$ cat src/rtl/proc_run_ctrl.sv
// rtl/proc_run_ctrl.sv - single-cycle processor run controller; define PROC_RUN_WATCHDOG_EN to enable the run watchdog
module proc_run_ctrl #(
    parameter logic [63:0] END_PC     = 64'h40,
    parameter logic [63:0] EXPECTED   = 64'hF,
    parameter int unsigned RST_CYCLES = 1,
    parameter logic [15:0] WDOG_MAX   = 16'hFFFF,
    parameter int unsigned NUM_TESTS  = 2
) (
    input  logic        CLK,
    input  logic        Reset,
    input  logic        start,
    input  logic [63:0] runStartPC,
    input  logic [63:0] currentPC,
    input  logic [63:0] dMemOut,
    output logic        procReset_L,
    output logic [63:0] startPC,
    output logic        busy,
    output logic        done,
    output logic        pass,
    output logic        timeout,
    output logic [7:0]  passCount,
    output logic [7:0]  runCount,
    output logic [15:0] cycleCount,
    output logic        allPassed
);

    typedef enum logic [2:0] {
        IDLE   = 3'd0,
        HOLD   = 3'd1,
        RUN    = 3'd2,
        SETTLE = 3'd3,
        CHECK  = 3'd4,
        DONE   = 3'd5
    } state_t;

    // Last HOLD cycle index; HOLD spans indices 0..RST_CYCLES-1.
    localparam logic [7:0] HOLD_LAST = 8'(RST_CYCLES - 1);
    localparam logic [7:0] NUM_TESTS_8 = 8'(NUM_TESTS);

    state_t      state_q, state_d;
    logic [7:0]  hold_q, hold_d;
    logic [63:0] start_pc_q, start_pc_d;
    logic [15:0] cyc_q, cyc_d;
    logic        pass_q, pass_d;
    logic        tmo_q, tmo_d;
    logic [7:0]  run_q, run_d;
    logic [7:0]  pcnt_q, pcnt_d;
    logic        wdog_hit;

    function automatic logic [7:0] sat_inc8(input logic [7:0] v);
        return (v == 8'hFF) ? v : v + 8'd1;
    endfunction

    // Watchdog fires when the run has consumed its full cycle allowance.
    always_comb begin
`ifdef PROC_RUN_WATCHDOG_EN
        wdog_hit = (cyc_q == WDOG_MAX);
`else
        wdog_hit = 1'b0;
`endif
    end

    // State register and run bookkeeping; Reset abandons any run in progress.
    always_ff @(posedge CLK or posedge Reset) begin
        if (Reset) begin
            state_q    <= IDLE;
            hold_q     <= 8'd0;
            start_pc_q <= 64'd0;
            cyc_q      <= 16'd0;
            pass_q     <= 1'b0;
            tmo_q      <= 1'b0;
            run_q      <= 8'd0;
            pcnt_q     <= 8'd0;
        end else begin
            state_q    <= state_d;
            hold_q     <= hold_d;
            start_pc_q <= start_pc_d;
            cyc_q      <= cyc_d;
            pass_q     <= pass_d;
            tmo_q      <= tmo_d;
            run_q      <= run_d;
            pcnt_q     <= pcnt_d;
        end
    end

    // Next-state logic: start is only honoured from IDLE or DONE.
    always_comb begin
        state_d    = state_q;
        hold_d     = hold_q;
        start_pc_d = start_pc_q;
        cyc_d      = cyc_q;
        pass_d     = pass_q;
        tmo_d      = tmo_q;
        run_d      = run_q;
        pcnt_d     = pcnt_q;
        case (state_q)
            IDLE, DONE: begin
                if (start) begin
                    start_pc_d = runStartPC;
                    cyc_d      = 16'd0;
                    pass_d     = 1'b0;
                    tmo_d      = 1'b0;
                    hold_d     = 8'd0;
                    state_d    = HOLD;
                end
            end
            HOLD: begin
                if (hold_q == HOLD_LAST) begin
                    state_d = RUN;
                end else begin
                    hold_d = hold_q + 8'd1;
                end
            end
            RUN: begin
                if (wdog_hit) begin
                    tmo_d   = 1'b1;
                    pass_d  = 1'b0;
                    run_d   = sat_inc8(run_q);
                    state_d = DONE;
                end else if (currentPC >= END_PC) begin
                    state_d = SETTLE;
                end else if (cyc_q != 16'hFFFF) begin
                    cyc_d = cyc_q + 16'd1;
                end
            end
            SETTLE: begin
                state_d = CHECK;
            end
            CHECK: begin
                pass_d  = (dMemOut == EXPECTED);
                run_d   = sat_inc8(run_q);
                if (dMemOut == EXPECTED) begin
                    pcnt_d = sat_inc8(pcnt_q);
                end
                state_d = DONE;
            end
            default: begin
                state_d = IDLE;
            end
        endcase
    end

    // Processor reset follows the controller reset directly so it is low the moment Reset rises.
    assign procReset_L = ~Reset & (state_q != HOLD);
    assign startPC     = start_pc_q;
    assign busy        = (state_q == HOLD) || (state_q == RUN) ||
                         (state_q == SETTLE) || (state_q == CHECK);
    assign done        = (state_q == DONE);
    assign pass        = pass_q;
    assign timeout     = tmo_q;
    assign passCount   = pcnt_q;
    assign runCount    = run_q;
    assign cycleCount  = cyc_q;
    assign allPassed   = (run_q == NUM_TESTS_8) && (pcnt_q == NUM_TESTS_8);

endmodule

$ cat config.mk
export PLATFORM = sky130hd
export DESIGN_NAME = proc_run_ctrl
export DESIGN_NICKNAME = d
export VERILOG_FILES = /design/src/rtl/proc_run_ctrl.sv
export SDC_FILE = /design/constraint.sdc
export NUM_CORES = 1
export LEC_CHECK = 0
export CORE_MARGIN = 2
export CORE_UTILIZATION = 38
export DETAILED_ROUTE_END_ITERATION = 16
export PLACE_DENSITY = 0.81
export SETUP_SLACK_MARGIN = 0.5
export SYNTH_ARGS = -nofsm -noshare
export SYNTH_HDL_FRONTEND = slang
export SYNTH_SLANG_ARGS = --single-unit
$ cat constraint.sdc
create_clock -name CLK -period 4.2 [get_ports CLK]
set_input_delay 0.63 -clock CLK [delete_from_list [all_inputs] [get_ports CLK]]
set_output_delay 0.63 -clock CLK [all_outputs]
set_load 0.005 [all_outputs]
== Word level (Yosys, flattened, before mapping) ==
Cells that the tools add are included.

* Reductions and logical operators: 17
* Equality and inequality tests: 18
* Add/sub/neg operators: 4
* Bitwise operators: 4
* Order comparisons: 1
* Multiplexer cells: 13

{| class="wikitable"
|+ Operator list
! operator !! number
|-
| $eq A64 B4 Y1 const B || 1
|-
| $ge A64 B7 Y1 const B || 1
|-
| $mux W16 || 3
|-
| $pmux W16 S2 || 1
|-
| $add A8 B1 Y8 const B || 3
|-
| $add A16 B1 Y16 const B || 1
|-
| $eq A8 B2 Y1 const B || 2
|-
| $eq A8 B8 Y1 const B || 2
|-
| $mux W8 || 2
|-
| $ne A16 B16 Y1 const B || 1
|-
| $pmux W8 S2 || 1
|-
| $pmux W3 S5 || 1
|-
| $ne A2 B2 Y1 const B || 6
|-
| $mux W3 || 3
|-
| $reduce_and A3 Y1 || 3
|-
| $logic_not A8 Y1 || 1
|-
| $eq A3 B2 Y1 const B || 2
|-
| $eq A3 B3 Y1 const B || 2
|-
| $reduce_and A2 Y1 || 3
|-
| $reduce_bool A2 Y1 || 3
|-
| $reduce_and A4 Y1 || 1
|-
| $eq A3 B1 Y1 const B || 1
|-
| $logic_not A3 Y1 || 1
|-
| $logic_or A1 B1 Y1 || 3
|-
| other kinds (7) || 9
|}

* Register bits: 108
* Word-level logic and storage cells: 64

== Longest topological paths before layout ==
Gate-level depths: netlist (run 1).

* Depth in word-level cells: 4
* Gate-level depth with buffers: 9

== Least setup slack after synthesis (run 1) ==
No wires, ideal clock.

* Path kind: input -> register
* From: in currentPC[54]
* To: reg cyc_q[3], in the netlist cycleCount[3]
* Path buffers: 1
* Library setup time: 0.078 ns
* Slack: 1.911 ns
* Required time: 4.122 ns
* Arrival time: 2.210 ns
* Stages: 7
* Cell sequence: nor4_1 > nand4_1 > a2111oi_4 > nand2_4 > buf_6 > or3_1 > a21oi_1

* Word-level cells in the longest chain between the ends: 3

{| class="wikitable"
|+ RTL lines
! what !! line !! RTL
|-
| start, declared || 13 || <nowiki>input logic [63:0] currentPC,</nowiki>
|-
| $ge A64 B7 Y1 || 120 || <nowiki>end else if (currentPC >= END_PC) begin</nowiki>
|-
| $ne A2 B2 Y1 (no source line) || -- ||
|-
| $reduce_and A4 Y1 (no source line) || -- ||
|-
| end signal, assigned || 78 || <nowiki>cyc_q <= cyc_d;</nowiki>
|-
| end, declared || 43 || <nowiki>logic [15:0] cyc_q, cyc_d;</nowiki>
|}

Every way passes these cells.
A chain may end at the register's enable or synchronous reset.

== Worst setup path after layout (run 1) ==
* From: reg pcnt_q[2], in the netlist passCount[2]
* To: out allPassed

* Word-level cells in the longest chain between the ends: 2

{| class="wikitable"
|+ RTL lines
! what !! line !! RTL
|-
| start, declared || 47 || <nowiki>logic [7:0] pcnt_q, pcnt_d;</nowiki>
|-
| start signal, assigned || 82 || <nowiki>pcnt_q <= pcnt_d;</nowiki>
|-
| $eq A8 B2 Y1 || 154 || <nowiki>assign allPassed = (run_q == NUM_TESTS_8) && (pcnt_q == NUM_TESTS_8);</nowiki>
|-
| $logic_and A1 B1 Y1 || 154 ||
|-
| end, declared || 24 || <nowiki>output logic allPassed</nowiki>
|}

Every way passes these cells.

==> metrics.md, run 1 <==
| Metric | Value |
|---|---|
| Post-CTS sizing | `0` |
| Tot Pwr | `0.004157 W` |
| Drt initial violations | `183` |
| Fillers | `1092` |
| Syn Area/Cell | `8.934 sq um` |
| Max Cap Viol | `0` |
| Yosys warns | `0` |
| Area leader, netlist | `dfrtp_1` |
| # H-tree levels | `3` |
| Final hold vios | `0` |
| Max transition margin | `0.4782` |
| Post-CTS Setup Inserts | `0` |
| GR Layer Usage met2 | `0.3775` |
| Critical setup path kind | `flop to output pin` |
| ANT cells | `0` |
| Chip height | `119.2 um` |
| Area growth syn-to-layout | `68.34%` |
| Syn Inst Count | `564` |
| Crit path arrival time | `2200 ps` |
| Reg2Reg Launch Point | `cycleCount[0]$_DFFE_PP0P_` |
| PortBufs | `295` |
| Asr flop ratio synth | `1.000` |
| WL per Instance | `14.65 um` |
| Worst Setup Start Kind | `flop` |
| Synth top area cells | `dfrtp_1, nand2_1, nor4_1` |
| Core ar. | `13090 sq um` |
| Register-to-register setup slack | `1600 ps` |
| HPWL after DPL | `11570 um` |
| Clock slew at the register clock pins of the worst setup and hold paths | `70 ps` |
| Number of vias per cell | `4.863` |
| Buf/Inv on CP | `1` |
| Final-report max-slew violation count | `0` |
| Sequential element share of the synthesized area | `0.5364` |
| FP Rows | `42` |
| Net Count, Synth | `766` |
| Synth unique cells | `43` |
| Hold crit path type | `flop to flop` |
| Grt ovf | `0` |
| Die Width | `119.2 um` |
| Global placer's final weighted congestion | `0.8146` |
| Status | `finished, final reports clean` |
| First-pass GRT wire length | `24700 um` |
| Slowest CP cell | `clkdlybuf4s50_1` |
| CP cell instances | `or4_1 > nor4_1 > clkdlybuf4s50_1` |
| RSZ-0062 raised after global routing | `no` |
| GRT busiest layer | `met2` |
| Finished Cell Area | `8482 sq um` |
| Power per cell area | `490.1 nW/um^2` |
| Post-synth top area share | `0.5364` |
| Worst hold slack | `471.2 ps` |
| DIE AREA | `14200 sq um` |
| DP Cell Count | `1018` |
| Cell Area, Synth | `5039 sq um` |
| # DRC | `0` |
| GRT Total Usage | `0.2152` |
| Vias in the first global route | `5063` |
| Crit-path leading delay family | `simple AND/OR/NAND/NOR gates` |
| Worst-margin pin slew | `780.0 ps` |
| WP data required | `3570 ps` |
| Drt first pass iters | `4` |
| Non-filler cells, final | `1034` |
| Pleak | `3.766 nW` |
| # IOs | `297` |
| Final setup violation count | `0` |
| DRT antenna net count | `0` |
| Crit path from | `passCount[2]$_DFFE_PP0P_` |
| Share of layout cells above drive strength 1 | `0.03846` |
| Worst R2R End | `cycleCount[14]$_DFFE_PP0P_` |
| Layout net count | `1055` |
| Clock Skew | `9.316 ps` |
| Met3 GRT Util | `0.07711` |
| Clock Root Buffer | `clkbuf_16` |
| Final Cycle Share | `0.6732` |
| Initial antenna violation count | `0` |
| Met1 usage | `0.2450` |
| Initial Utilization | `0.3851` |
| Number of buffers created by CTS | `9` |
| EDFF count, synth | `0` |
| Fmax | `353.7 MHz` |
| DRT Wirelength | `15150 um` |
| Peak per-stage delay on the critical path | `580 ps` |
| Placed cell areas | `8170 sq um` |
| Peak supply drop | `0.0003138 V` |
| Most used DFF post-synth | `dfrtp_1` |
| Worst path depth | `3` |
| Clock Path Buffers | `2` |
| Setup tns final | `0 ps` |
| Minimum clock period | `2828 ps` |
| Post-CTS Hold Buffers | `0` |
| CP endpoint | `allPassed` |
| Synth Register Bits | `108` |
| Top cells by count, synth | `nand2_1, dfrtp_1, nor2_1` |
| CP Max Fanout | `6` |
| Cell with the most instances after synthesis | `nand2_1` |
| Critical Path Sink Type | `output pin` |
| Reg2Reg Depth | `7` |
| Largest net degree at the start of global routing | `64` |
| Via count | `5028` |
| CTS tree | `yes` |
| Clock Latency Late Sink | `340 ps` |
| Clk sinks | `108` |
## kinds of logic after synthesis
family                     Yosys count  synth area share
and+or+nand+nor                    361            0.3303
xor gates and xnor gates            26           0.04520
adders and majority gates            7           0.01738
DFF                                108            0.5364
AOI/OAI and AO/OA                   33           0.04619
other                                1         0.0007443
buffers and inverters               28           0.02384
## sequential cells by signal (all words and copies together), names as in the netlist
register    flops
runCount        8
state_q         3
pass            1
startPC        64
cycleCount     16
hold_q          8
passCount       8
## per-layer routing
metal,part of all wire,vias up
met5,0,-
met4,0.015,0
met3,0.096,14
met2,0.50,195
met1,0.39,2350
li1,-,2469
## metrics by stage
stage                     worst slack (ps)  utilization
after global placement                1242       0.6244
after floorplan                      724.4            -
after CTS                             1358       0.6482
final                                 1372       0.6482
after global routing                  1220       0.6482
after detailed placement              1082       0.6244
## report_power, final
group	switching [W]	total, W	internal, W
combinational	0.000736	0.00169	0.000955
sequential	0.000215	0.00159	0.00137
clock	0.000392	0.000877	0.000484
total	0.00134	0.00416	0.00281
## layout by cell type (no fill, tap or decap), drive strengths merged, types with 5 or more instances in the layout
master,netlist,routed
a21oi,11,11
and3,12,12
buf,4,5
clkbuf,18,10
clkdlybuf4s50,0,295
dfrtp,108,108
ha,7,7
inv,6,7
nand2,220,220
nand3,25,25
nand4,11,11
nor2,27,27
nor2b,7,7
nor4,28,28
nor4b,5,5
o21ai,9,9
or3,6,6
or4,7,7
xnor2,12,12
xor2,14,14
## worst min-delay path by stage
stage          depth (start not counted)  slack (ps)                      end                    start
6_report                               2         470  startPC[55]$_DFFE_PP0P_  startPC[55]$_DFFE_PP0P_
3_5_place_dp                           2         460   startPC[5]$_DFFE_PP0P_   startPC[5]$_DFFE_PP0P_
2_1_floorplan                          2         470   startPC[0]$_DFFE_PP0P_   startPC[0]$_DFFE_PP0P_
3_3_place_gp                           2         460  startPC[60]$_DFFE_PP0P_  startPC[60]$_DFFE_PP0P_
4_1_cts                                2         480  startPC[30]$_DFFE_PP0P_  startPC[30]$_DFFE_PP0P_
5_1_grt                                2         490  startPC[17]$_DFFE_PP0P_  startPC[17]$_DFFE_PP0P_
## worst reg2reg max path, cell delays in order (launching register included)
cell      delay [ps]
dfrtp_1          460
ha_1             270
and3_1           230
and4_1           240
a311oi_2         480
nand2_4          230
or4_1            450
a21oi_1          170
## layout make-up
cell class                      instances  area (sq um)  area share
Clock inverter                          6         72.57    0.008556
Inverter                                6         25.02    0.002950
Timing Repair Buffer                  300          3003      0.3540
Multi-Input combinational cell        428          2220      0.2617
Clock buffer                           10         239.0     0.02818
Sequential cell                       108          2703      0.3186
Tap cell                              176         220.2     0.02596
Power figures use the tool's default switching activity.
==> run 2, diff against run 1 <==
Settings changed: CORE_UTILIZATION 38 to 34, PLACE_DENSITY 0.81 to 0.77.
Clock period 4.2 ns to 2.6 ns, I/O delays scaled along.
==> metrics.md, run 2 (same netlist as run 1, synthesis figures left out) <==
| Metric | Value |
|---|---|
| Crit-path leading delay family | `simple AND/OR/NAND/NOR gates` |
| Vias in the first global route | `5359` |
| First-pass GRT wire length | `26360 um` |
| Critical Path Sink Type | `flop` |
| FP Rows | `44` |
| Worst hold slack | `463.2 ps` |
| HPWL after DPL | `11730 um` |
| Status | `finished, final reports clean` |
| ANT cells | `0` |
| Pleak | `4.296 nW` |
| Non-filler cells, final | `1070` |
| # IOs | `297` |
| Critical setup path kind | `input pin to flop` |
| Core ar. | `14480 sq um` |
| Worst Setup Start Kind | `input pin` |
| DIE AREA | `15810 sq um` |
| Reg2Reg Depth | `8` |
| Grt ovf | `0` |
| PortBufs | `295` |
| Final setup violation count | `0` |
| Die Width | `125.7 um` |
| Worst R2R End | `cycleCount[4]$_DFFE_PP0P_` |
| PnR worst setup slack | `475.7 ps` |
| Number of buffers created by CTS | `9` |
| Largest register FFs | `64` |
| Setup tns final | `0 ps` |
| WL per Instance | `15.45 um` |
| Worst-margin pin slew | `527.6 ps` |
| Clock Skew | `6.856 ps` |
| Chip height | `125.7 um` |
| Peak per-stage delay on the critical path | `460 ps` |
| Max transition margin | `0.6475` |
| Hold crit path type | `input pin to asynchronous set/reset pin` |
| WP data required | `2890 ps` |
| Clock Root Buffer | `clkbuf_16` |
| Initial Utilization | `0.3480` |
| Global placer's final weighted congestion | `0.8074` |
| CTS tree | `yes` |
| Crit path arrival time | `2410 ps` |
| # H-tree levels | `3` |
| Commonest non-fill, non-tap cells in the layout | `clkdlybuf4s50_1, nand2_1, dfrtp_1` |
| Minimum clock period | `2124 ps` |
| Buf/Inv on CP | `2` |
| Via count | `5178` |
| Clk sinks | `108` |
| Drt first pass iters | `4` |
| Clock slew at the register clock pins of the worst setup and hold paths | `70 ps` |
| Final-report max-slew violation count | `0` |
| Clock Path Buffers | `2` |
| Drt initial violations | `279` |
| Power per cell area | `752.4 nW/um^2` |
| Pre-CTS setup slack | `-47.10 ps` |
| DRT Wirelength | `16530 um` |
| Max Cap Viol | `0` |
| CP cell instances | `clkdlybuf4s50_1 > nor4_2 > nand4_1 > a311oi_4 > buf_6 > nand2_4 > or4_1 > nand2_1` |
| Initial antenna violation count | `0` |
| Layout net count | `1084` |
| Largest net degree at the start of global routing | `69` |
| Reg2Reg Launch Point | `cycleCount[0]$_DFFE_PP0P_` |
| RSZ-0062 raised after global routing | `yes` |
| Number of vias per cell | `4.839` |
| Fillers | `1206` |
| Final hold vios | `0` |
| GRT Total Usage | `0.2046` |
| # DRC | `0` |
| Register-to-register setup slack | `480 ps` |
| Peak supply drop | `0.0005554 V` |
| Clock Latency Late Sink | `350 ps` |
| Slowest CP cell | `or4_1` |
| CP Max Fanout | `5` |
| Fmax | `470.8 MHz` |
| DP Cell Count | `1034` |
| Area growth syn-to-layout | `78.87%` |
| Final Cycle Share | `0.8170` |
| DRT antenna net count | `0` |
| Commonest non-fill, non-tap cell in the layout | `clkdlybuf4s50_1` |
| Share of layout cells above drive strength 1 | `0.1084` |
## run 2: cell types whose count changed in the layout (fill, tap and decap cells not counted), moves of 11 or more
| cell | previous run | this run |
|---|---|---|
| nor4_1 | 25 | 14 |
| dlymetal6s2s_1 | 0 | 36 |
| nor4_2 | 3 | 14 |
| buf_4 | 4 | 25 |
| clkdlybuf4s50_1 | 295 | 246 |
| dlygate4sd2_1 | 0 | 12 |
## run 2: metrics by stage
stage / utilization / instance area, sq um / power [W]
2_1_floorplan: - / 5064 / 0.003677
3_3_place_gp: 0.5724 / 8288 / 0.005388
3_5_place_dp: 0.5724 / 8288 / 0.005447
4_1_cts: 0.6022 / 8720 / 0.006855
5_1_grt: 0.6225 / 9012 / 0.007295
6_report: 0.6225 / 9012 / 0.006781
## run 2: how the worst max path moves through the flow
stage          slack (ps)                      start                    endpoint  cells after the start
4_1_cts               390   passCount[0]$_DFFE_PP0P_                   allPassed                      6
6_report              480              currentPC[11]   cycleCount[4]$_DFFE_PP0P_                      8
5_1_grt               430  cycleCount[0]$_DFFE_PP0P_   cycleCount[4]$_DFFE_PP0P_                      8
2_1_floorplan         500  cycleCount[0]$_DFFE_PP0P_   cycleCount[4]$_DFFE_PP0P_                      8
3_5_place_dp          -50              currentPC[54]  cycleCount[14]$_DFFE_PP0P_                      7
3_3_place_gp          0.9              currentPC[54]  cycleCount[14]$_DFFE_PP0P_                      7
## run 2: area by class of cell
cell class / instances / area (sq um) / share of cell area
multi-input combinational: 430 / 2450 / 0.2718
clock inverter: 4 / 48.80 / 0.005414
inverter: 6 / 26.28 / 0.002915
tap: 184 / 230.2 / 0.02554
clock buffer: 11 / 232.7 / 0.02582
sequential: 108 / 2709 / 0.3006
timing repair buffer: 327 / 3316 / 0.3679
## run 2: power breakdown
part | switching [W] | leakage [nW] | internal, W
Combinational | 0.00126 | 2.77 | 0.00160
Clock | 0.000610 | 0.140 | 0.000743
Sequential | 0.000349 | 1.39 | 0.00222
Total | 0.00222 | 4.30 | 0.00457
## run 2: metal layers
metal | track usage | share of wire | up-vias | wire length [um]
met1 | 0.2375 | 0.39 | 2423 | 6387
met2 | 0.3596 | 0.50 | 211 | 8344
met3 | 0.06500 | 0.096 | 14 | 1583
met5 | 0 | 0 | - | 0
li1 | - | - | 2530 | -
met4 | 0.06658 | 0.013 | 0 | 210
## run 2: what timing repair did
item | CTS | global route
setup buffers | 9 | 10
pin swaps | 16 | 28
gates resized for setup | 33 | 66
hold buffers | 0 | 0
cloned | 2 | 0
setup endpoints to repair | 15 | 21
## run 2: worst register-to-register path, delay by kind of cell, from the launching register on
| family | cells | cell delay (ps) |
|---|---|---|
| buffers and inverters | 1 | 180 |
| adder cells (fa/ha/maj) | 1 | 170 |
| flip-flops | 1 | 430 |
| AND/OR/NAND/NOR | 5 | 960 |
| AO/OA/AOI/OAI | 1 | 330 |
==> run 3, diff against run 2 <==
Settings changed: CORE_UTILIZATION 34 to 38, PLACE_DENSITY 0.77 to 0.81.
Clock period 2.6 ns to 2.2 ns, I/O delays scaled along.
==> metrics.md, run 3 (same netlist as run 1, synthesis figures left out) <==
| Metric | Value |
|---|---|
| # DRC | `0` |
| Reg area | `2711 sq um` |
| Initial antenna violation count | `0` |
| Minimum clock period | `2149 ps` |
| Area growth syn-to-layout | `88.92%` |
| Final hold vios | `0` |
| Final-report max-slew violation count | `0` |
| Share of layout cells above drive strength 1 | `0.2185` |
| Net Sw Power | `0.002877 W` |
| Finished Cell Area | `9519 sq um` |
| Sw frac | `0.3307` |
| Clock Latency Late Sink | `340 ps` |
| GR Layer Usage met2 | `0.4124` |
| CTS tree | `yes` |
| Die Width | `119.2 um` |
| Number of vias per cell | `4.966` |
| Peak per-stage delay on the critical path | `440 ps` |
| Pleak | `4.505 nW` |
| Clock Skew | `4.614 ps` |
| CP Max Fanout | `6` |
| Chip height | `119.2 um` |
| FP Rows | `42` |
| Fillers | `897` |
| Commonest non-fill, non-tap cells in the layout | `clkdlybuf4s50_1, nand2_1, dfrtp_1` |
| Multi-input gate area | `2764 sq um` |
| Largest register FFs | `64` |
| Seq pwr share | `0.346` |
| Crit path arrival time | `2440 ps` |
| Largest net degree at the start of global routing | `109` |
| DIE AREA | `14200 sq um` |
| Global placer's final weighted congestion | `0.7940` |
| Number of buffers created by CTS | `9` |
| Hold crit path type | `input pin to flop` |
| ANT cells | `0` |
| Clk sinks | `108` |
| Worst Setup Start Kind | `input pin` |
| Fmax | `465.4 MHz` |
| Crit-path leading delay family | `simple AND/OR/NAND/NOR gates` |
| DRT antenna net count | `0` |
| Drt first pass iters | `4` |
| Clock network power share | `0.195` |
| Drt initial violations | `265` |
| Peak supply drop | `0.0006819 V` |
| Buf/Inv on CP | `2` |
| Final Cycle Share | `0.9767` |
| Met1 usage | `0.2854` |
| RSZ-0062 raised after global routing | `yes` |
| Commonest non-fill, non-tap cell in the layout | `clkdlybuf4s50_1` |
| Clock Path Buffers | `2` |
| Critical setup path kind | `input pin to flop` |
| GRT busiest layer | `met2` |
| Max Cap Viol | `0` |
| Clock Root Buffer | `clkbuf_16` |
| PortBufs | `295` |
| Power per cell area | `914.0 nW/um^2` |
| Critical Path Sink Type | `flop` |
| Status | `finished, final reports clean` |
| Grt ovf | `0` |
| Clock slew at the register clock pins of the worst setup and hold paths | `70 ps` |
| HPWL after DPL | `12240 um` |
| Comb power frac | `0.459` |
| Slowest CP cell | `clkdlybuf4s50_1` |
| # H-tree levels | `3` |
| Power Internal | `0.005823 W` |
| Vias in the first global route | `5418` |
| DP Cell Count | `1045` |
| Worst-margin pin slew | `581.2 ps` |
| First-pass GRT wire length | `27300 um` |
| Core ar. | `13090 sq um` |
| Non-filler cells, final | `1096` |
| Layout net count | `1117` |
| Via count | `5443` |
| Final setup violation count | `0` |
| Final core occ | `0.7275` |
| Placed cell areas | `8479 sq um` |
| # IOs | `297` |
| GRT Total Usage | `0.2410` |
| CP cell instances | `clkdlybuf4s50_1 > nor4_2 > nand4_1 > a311oi_4 > nand2_4 > buf_6 > or4_4 > nand2_2` |
| DRT Wirelength | `18000 um` |
| Met3 GRT Util | `0.06226` |
| WL per Instance | `16.42 um` |
| Initial Utilization | `0.3851` |
| WP data required | `2490 ps` |
| Max transition margin | `0.6125` |
run 3: cell types whose count changed in the layout (fill, tap and decap cells not counted), moves of 10 or more:
cell,previous run,this run
clkdlybuf4s50_1,246,219
buf_4,25,42
buf_6,4,20
dlymetal6s2s_1,36,21
buf_2,1,13
nor4_1,14,3
clkdlybuf4s15_1,0,10
run 3: worst paths after layout:
path | start | to | slack, ps | cells after the start
max | currentPC[6] | cycleCount[4]$_DFFE_PP0P_ | 50 | 8
min | dMemOut[35] | pass$_DFFE_PP0P_ | 410 | 5
max reg2reg | cycleCount[0]$_DFFE_PP0P_ | cycleCount[4]$_DFFE_PP0P_ | 80 | 8
min reg2reg | startPC[21]$_DFFE_PP0P_ | startPC[21]$_DFFE_PP0P_ | 470 | 2
max in group asynchronous | Reset | runCount[3]$_DFFE_PP0P_ | 1230 | 3
min in group asynchronous | Reset | startPC[55]$_DFFE_PP0P_ | 520 | 3
run 3: layer usage:
layer / wire length (um) / share of wire
met1: 7013 / 0.39
met2: 9127 / 0.51
met3: 1262 / 0.070
met4: 597 / 0.033
met5: 0 / 0
run 3: timing repair:
action                                  CTS  global route
hold buffers                              0             0
endpoints found under the setup margin   98            71
buffers inserted                         19            13
gates cloned                              3             0
pin swaps                                39            41
resized for setup                       165           100
endpoints found under the hold margin     0             0
run 3: power by group through the flow:
stage | clock network, W | logic (W) | registers [W]
final | 0.00170 | 0.00400 | 0.00301
after detailed placement | 0 | 0.00355 | 0.00302
after floorplan | 0 | 0.00131 | 0.00304
after CTS | 0.00172 | 0.00379 | 0.00300
after global routing | 0.00181 | 0.00433 | 0.00308
after global placement | 0 | 0.00348 | 0.00299
run 3: metrics by stage:
| step | TNS (ps) | setup WS, ps | hold WS (ps) | power (W) |
|---|---|---|---|---|
| after floorplan | 0 | 105.1 | 435.4 | 0.004356 |
| after global placement | -3820 | -331.2 | 457.1 | 0.006477 |
| after detailed placement | -4425 | -407.6 | 460.8 | 0.006570 |
| after CTS | 0 | 60.85 | 478.2 | 0.008507 |
| after global routing | -16.14 | -16.14 | 419.8 | 0.009226 |
| final | 0 | 51.29 | 410.0 | 0.008700 |
run 3: layout make-up:
type	instances	area share
Sequential cell	108	0.2848
Timing Repair Buffer	360	0.3662
Clock buffer	11	0.02655
Clock inverter	5	0.006178
Multi-Input combinational cell	430	0.2904
Inverter	6	0.002760
Tap cell	176	0.02313
run 3: worst min-delay path: stages:
cell and delay, ps:
dlymetal6s2s_1 80, or4_4 140, nor3_4 40, nand3_1 80, nand2_1 50
